==> config.mk <==
export PLATFORM = sky130hd
export DESIGN_NAME = sr_timer_bank
export DESIGN_NICKNAME = d
export VERILOG_FILES = /design/src/rtl/sr_timer_bank_pkg.sv /design/src/rtl/sr_timer_channel.sv /design/src/rtl/sr_timer_bank.sv
export SDC_FILE = /design/constraint.sdc
export NUM_CORES = 1
export LEC_CHECK = 0
export BUFFER_PORTS_ARGS = -buffer_cell sky130_fd_sc_hd__buf_2
export CAP_MARGIN = 20
export CORE_ASPECT_RATIO = 0.75
export CORE_MARGIN = 10
export CORE_UTILIZATION = 30
export CTS_CLUSTER_SIZE = 30
export DETAILED_ROUTE_END_ITERATION = 12
export PLACE_DENSITY = 0.41
export SLEW_MARGIN = 20
export SYNTH_ARGS = -nofsm -noshare
export SYNTH_HDL_FRONTEND = slang
export SYNTH_SLANG_ARGS = --single-unit
export TNS_END_PERCENT = 30
==> constraint.sdc <==
create_clock -name clk -period 3.4 [get_ports clk]
set_input_delay 0.17 -clock clk [delete_from_list [all_inputs] [get_ports clk]]
set_output_delay 0.17 -clock clk [all_outputs]
set_load 0.02 [all_outputs]
==> src/rtl/sr_timer_bank_pkg.sv <==
// Shared types and register field positions for the sr_timer_bank timer bank.
package sr_timer_bank_pkg;

    typedef enum logic [1:0] {IDLE, RUN, DONE} state_t;
    typedef enum logic {ONESHOT, PERIODIC} mode_t;

    localparam int CTL_SEL_LSB   = 0;
    localparam int CTL_SEL_W     = 4;
    localparam int CTL_MODE      = 4;
    localparam int CTL_EN        = 5;
    localparam int CTL_CLR       = 6;
    localparam int CTL_MASK_WE   = 7;
    localparam int CTL_MASK_LSB  = 8;
    localparam int CTL_MASK_W    = 16;
    localparam int CTL_VIEW      = 31;
    localparam int RDATA_RUN_LSB = 16;

endpackage

==> src/rtl/sr_timer_channel.sv <==
// One down-counter timer channel: reload register, one-shot/periodic mode, sticky expiry flag.
module sr_timer_channel
    import sr_timer_bank_pkg::*;
#(
    parameter int CNT_W = 28
) (
    input  logic             clk,
    input  logic             rst_n,
    input  logic             tick,
    input  logic             load,
    input  logic [CNT_W-1:0] load_val,
    input  logic             set_mode,
    input  mode_t            mode,
    input  logic             set_en,
    input  logic             en,
    input  logic             clr,
    output logic [CNT_W-1:0] count,
    output logic             running,
    output logic             flag
);

    state_t           state, state_nxt;
    mode_t            mode_q, mode_eff;
    logic             en_q, en_eff, expire, flag_nxt;
    logic [CNT_W-1:0] reload, reload_nxt, count_nxt;

    always_ff @(posedge clk or negedge rst_n) begin
        if (!rst_n) begin
            state  <= IDLE;
            mode_q <= ONESHOT;
            en_q   <= 1'b0;
            count  <= '0;
            reload <= '0;
            flag   <= 1'b0;
        end else begin
            state  <= state_nxt;
            mode_q <= mode_eff;
            en_q   <= en_eff;
            count  <= count_nxt;
            reload <= reload_nxt;
            flag   <= flag_nxt;
        end
    end

    // A control write in the same cycle takes effect before the load/tick it accompanies.
    always_comb begin
        mode_eff   = set_mode ? mode : mode_q;
        en_eff     = set_en ? en : en_q;
        state_nxt  = state;
        count_nxt  = count;
        reload_nxt = reload;
        expire     = 1'b0;
        if (state == RUN && tick) begin
            if (count != '0) begin
                count_nxt = count - CNT_W'(1);
            end else begin
                expire = 1'b1;
                if (mode_eff == PERIODIC) count_nxt = reload;
                else                      state_nxt = DONE;
            end
        end
        if (load) begin
            reload_nxt = load_val;
            count_nxt  = load_val;
            if (en_eff) state_nxt = RUN;
        end
        if (set_en && !en) state_nxt = IDLE;
        // Expiry beats a simultaneous clear.
        flag_nxt = expire | (flag & ~clr);
    end

    assign running = (state == RUN);

endmodule

==> src/rtl/sr_timer_bank.sv <==
// Bank of NCH programmable down-counter timers on the vcu register interface.
// Optional masked interrupt output enabled by defining TIMER_IRQ_EN.
module sr_timer_bank
    import sr_timer_bank_pkg::*;
#(
    parameter int NCH       = 4,
    parameter int CNT_W     = 28,
    parameter int PRESC_DIV = 1
) (
    input  logic        clk,
    input  logic        rst_n,
    input  logic [31:0] reg_control,
    input  logic        reg_control_we,
    input  logic [31:0] reg_wdata,
    input  logic        reg_wdata_we,
    output logic [31:0] reg_rdata
`ifdef TIMER_IRQ_EN
    ,
    output logic        irq
`endif
);

    localparam int PW = (PRESC_DIV > 1) ? $clog2(PRESC_DIV) : 1;

    logic [PW-1:0]               presc;
    logic                        tick;
    logic [CTL_SEL_W-1:0]        ctl_sel, sel_eff, sel_q;
    logic                        view_q;
    logic [NCH-1:0]              ctl_hit, load_hit, running, flags;
    logic [NCH-1:0][CNT_W-1:0]   counts;
    logic [CNT_W-1:0]            cnt_sel;
    logic                        unused_bits;

    assign unused_bits = ^{reg_control, reg_wdata};

    always_ff @(posedge clk or negedge rst_n) begin
        if (!rst_n) begin
            presc  <= '0;
            sel_q  <= '0;
            view_q <= 1'b0;
        end else begin
            presc <= (presc == PW'(PRESC_DIV - 1)) ? '0 : presc + PW'(1);
            if (reg_control_we) begin
                sel_q  <= ctl_sel;
                view_q <= reg_control[CTL_VIEW];
            end
        end
    end

    assign tick    = (presc == '0);
    assign ctl_sel = reg_control[CTL_SEL_LSB +: CTL_SEL_W];
    assign sel_eff = reg_control_we ? ctl_sel : sel_q;

    // Selects >= NCH match no instance, so out-of-range writes fall away naturally.
    for (genvar i = 0; i < NCH; i++) begin : g_ch
        assign ctl_hit[i]  = reg_control_we && (ctl_sel == CTL_SEL_W'(i));
        assign load_hit[i] = reg_wdata_we && (sel_eff == CTL_SEL_W'(i));

        sr_timer_channel #(.CNT_W(CNT_W)) u_ch (
            .clk      (clk),
            .rst_n    (rst_n),
            .tick     (tick),
            .load     (load_hit[i]),
            .load_val (reg_wdata[CNT_W-1:0]),
            .set_mode (ctl_hit[i]),
            .mode     (mode_t'(reg_control[CTL_MODE])),
            .set_en   (ctl_hit[i]),
            .en       (reg_control[CTL_EN]),
            .clr      (ctl_hit[i] & reg_control[CTL_CLR]),
            .count    (counts[i]),
            .running  (running[i]),
            .flag     (flags[i])
        );
    end

    always_comb begin
        cnt_sel = '0;
        for (int i = 0; i < NCH; i++)
            if (sel_q == CTL_SEL_W'(i)) cnt_sel = counts[i];
        reg_rdata = '0;
        if (view_q) begin
            reg_rdata[CNT_W-1:0] = cnt_sel;
        end else begin
            reg_rdata[NCH-1:0]                = flags;
            reg_rdata[RDATA_RUN_LSB +: NCH]   = running;
        end
    end

`ifdef TIMER_IRQ_EN
    logic [NCH-1:0] irq_mask;

    always_ff @(posedge clk or negedge rst_n) begin
        if (!rst_n) begin
            irq_mask <= '0;
            irq      <= 1'b0;
        end else begin
            if (reg_control_we && reg_control[CTL_MASK_WE])
                irq_mask <= reg_control[CTL_MASK_LSB +: NCH];
            irq <= |(flags & irq_mask);
        end
    end
`endif

endmodule
==> run metrics <==
Synth top cells by count 418 x nand2_1, 249 x dfrtp_1, 91 x clkbuf_1; number of synthesized flops with an enable pin 0; CTS tree built; number of global-route vias before repair 13546; launching element of the worst setup path sel_q[0]; Starting Density 0.304; final wirelength 66200 µm; H-tree depth 1; chip height 210 µm; Worst-Skew Late Latency 0.58 ns; Vias/cell 5.71; Crit. End Element output pin; critical path peak fanout between 60 and 70; most common cell in the netlist nand2_1; critical path launch point type register; Syn Area/Cell 8.49 µm²; Crit Path Category register to output pin; Async SR Flop Fraction 1.00; maximum vdd drop 0.366 mV; Synth Flop Type dfrtp_1; Tmin final 3.25 ns; filler instances 4918; Hold Crit Start reg_wdata[3]; GR Util All Layers 0.226; Worst EP arrival 3.08 ns; FF-to-FF path depth 8; cts bufs inserted 29; Cell variety after synth 76; Mapped Area 0.0144 mm²; cells after synthesis 1699; Rows 69; RSZ-0062 raised after global routing no; DRC viols 0; die area ~0.057 mm²; sequential cell area fraction in the yosys report 0.432; wire per inst 26.9 µm; Clock transition at path regs ~0.07 ns; Pleak 7.41 nW; largest net degree at the start of global routing ~120; GRT overflow 0; Die Wd 273 µm; Root Driver clkbuf_16; crit path setup slack, layout 0.154 ns; status complete, no violations; initial antenna violation count 7; max_cap viols 0; worst min path class input pin to register; nets@finish approximately 1900; Clock Skew 0.0144 ns; ranking of synthesized cells by area dfrtp_1 43%, nand2_1 11%, a21oi_1 2.7%; PortBufs 67; routability cong. between 0.8 and 0.9; Initial DRC Count 1500; FMAX 0.308 GHz; endpoints failing hold 0; fraction of layout cells with a size suffix above 1 0.143; maximum root-to-sink buffer count 3; Core ar. 0.0475 mm²; r2r startpoint g_ch[1].u_ch.count[0]; top-area cell type share of the netlist area 0.432; Ys Warns 0; Final setup viols 0; WP data required 3.23 ns; drt pass-1 iters 5; Worst Max-Slew Pin Slew 1.06 ns; first-pass GRT wire length 96900 µm; Via Count approximately 14000; Clock Sinks 249; DP HPWL 47100 µm; PwrDens 798 mW/mm²; dominant cell type by area after synthesis dfrtp_1; Top Ports 100; postcts setup bufs 0; TNS Setup 0 ns; antenna-violating nets left 0; Max Slew Vio Count 0; Area growth syn-to-layout 19.1%; Placed Area roughly 0.016 mm²; fin crit share 0.955; pre-CTS WS 0.295 ns; synthesis-stage register bit count 249; slew margin rel. 0.289; worst hold stages 3; Finished Cell Area between 0.015 and 0.02 mm²
-- cell type report --
cell class / instances / area [µm²] / area share
multi-input combinational: 1304 / 7730 / 0.450
sequential: 249 / 6230 / 0.363
timing repair buffer: 184 / 1340 / 0.0777
clock buffer: 45 / 856 / 0.0498
tap: 639 / 800 / 0.0465
clock inverter: 8 / 115 / 0.00670
inverter: 30 / 113 / 0.00655
antenna: 3 / 7.51 / 0.000437
-- per-layer routing --
layer  track usage  wire (µm)
met4        0.0630       1940
met2         0.321      27400
met1         0.335      31200
met3        0.0485       5350
met5        0.0187        184
-- critical path, cell delays in order (launching register included) --
cell,delay (ns)
dfrtp_2,0.36
buf_4,0.69
nor2b_1,0.12
a211oi_1,0.85
a311oi_1,0.21
buf_2,0.25
-- what timing repair did --
| action | CTS | global route |
|---|---|---|
| hold buffers | 25 | 0 |
| endpoints found under the hold margin | 164 | 0 |
| resized for setup | 0 | 0 |
-- power by group --
| part | switching [mW] | leakage (nW) | internal (mW) |
|---|---|---|---|
| clock | 1.37 | 0.480 | 1.94 |
| combinational | 2.95 | 3.80 | 2.04 |
| sequential | 1.42 | 3.12 | 4.02 |
| total | 5.73 | 7.41 | 7.99 |
-- cells by family (layout without fill, tap and decap cells) --
group | after synthesis | after routing | share of synthesized area
fa+ha+maj | 4 | 4 | 0.00347
flops | 249 | 249 | 0.432
buf+inv | 149 | 267 | 0.0416
other cells | 1 | 7 | 0.000260
simple gates | 816 | 816 | 0.264
xor+xnor | 33 | 33 | 0.0200
compound gates | 398 | 398 | 0.197
mux | 49 | 49 | 0.0416
-- state kept, by name (all words and copies together) (netlist names) --
signal,flops
g_ch.u_ch.en_q,4
g_ch.u_ch.mode_q,4
g_ch.u_ch.count,112
g_ch.u_ch.state,8
view_q,1
g_ch.u_ch.flag,4
g_ch.u_ch.reload,112
sel_q,4
-- worst paths after layout --
kind                                           end  slack (ns)
min                         g_ch[3].u_ch.reload[3]        0.01
max                                  reg_rdata[24]        0.15
min reg2reg                  g_ch[2].u_ch.state[1]        0.45
min in group asynchronous  g_ch[1].u_ch.reload[19]        0.23
max in group asynchronous  g_ch[3].u_ch.reload[27]        2.15
max reg2reg                 g_ch[1].u_ch.count[19]        0.26
-- cells in the final DEF (no fill, tap or decap), types with 10 or more instances in the layout --
cell	instances
mux2i_1	33
buf_2	66
inv_1	28
buf_4	88
a21o_1	11
a21oi_1	76
a211oi_1	35
or4_1	27
dlygate4sd3_1	25
o31ai_1	16
o211ai_1	21
nor2b_1	23
dfrtp_1	247
nor3_1	73
o311ai_0	10
xnor2_1	26
a311oi_1	23
nor4_1	30
a221o_1	33
nand3_1	70
o21ai_0	65
nand2_1	418
a31oi_1	21
nand4_1	15
nor2_1	75
or3_1	26
clkbuf_16	29
-- metrics by stage --
step           power (mW)  instances  hold slack [ns]   util
2_1_floorplan        8.06       1702           -0.126      -
3_3_place_gp         10.3       2381            0.348  0.336
3_5_place_dp         10.3       2381            0.342  0.336
4_1_cts              13.7       2459          0.00212  0.362
5_1_grt              14.6       2460           0.0257  0.362
6_report             13.7       2462           0.0105  0.362
Note: power is estimated with default switching activity, not from simulation.
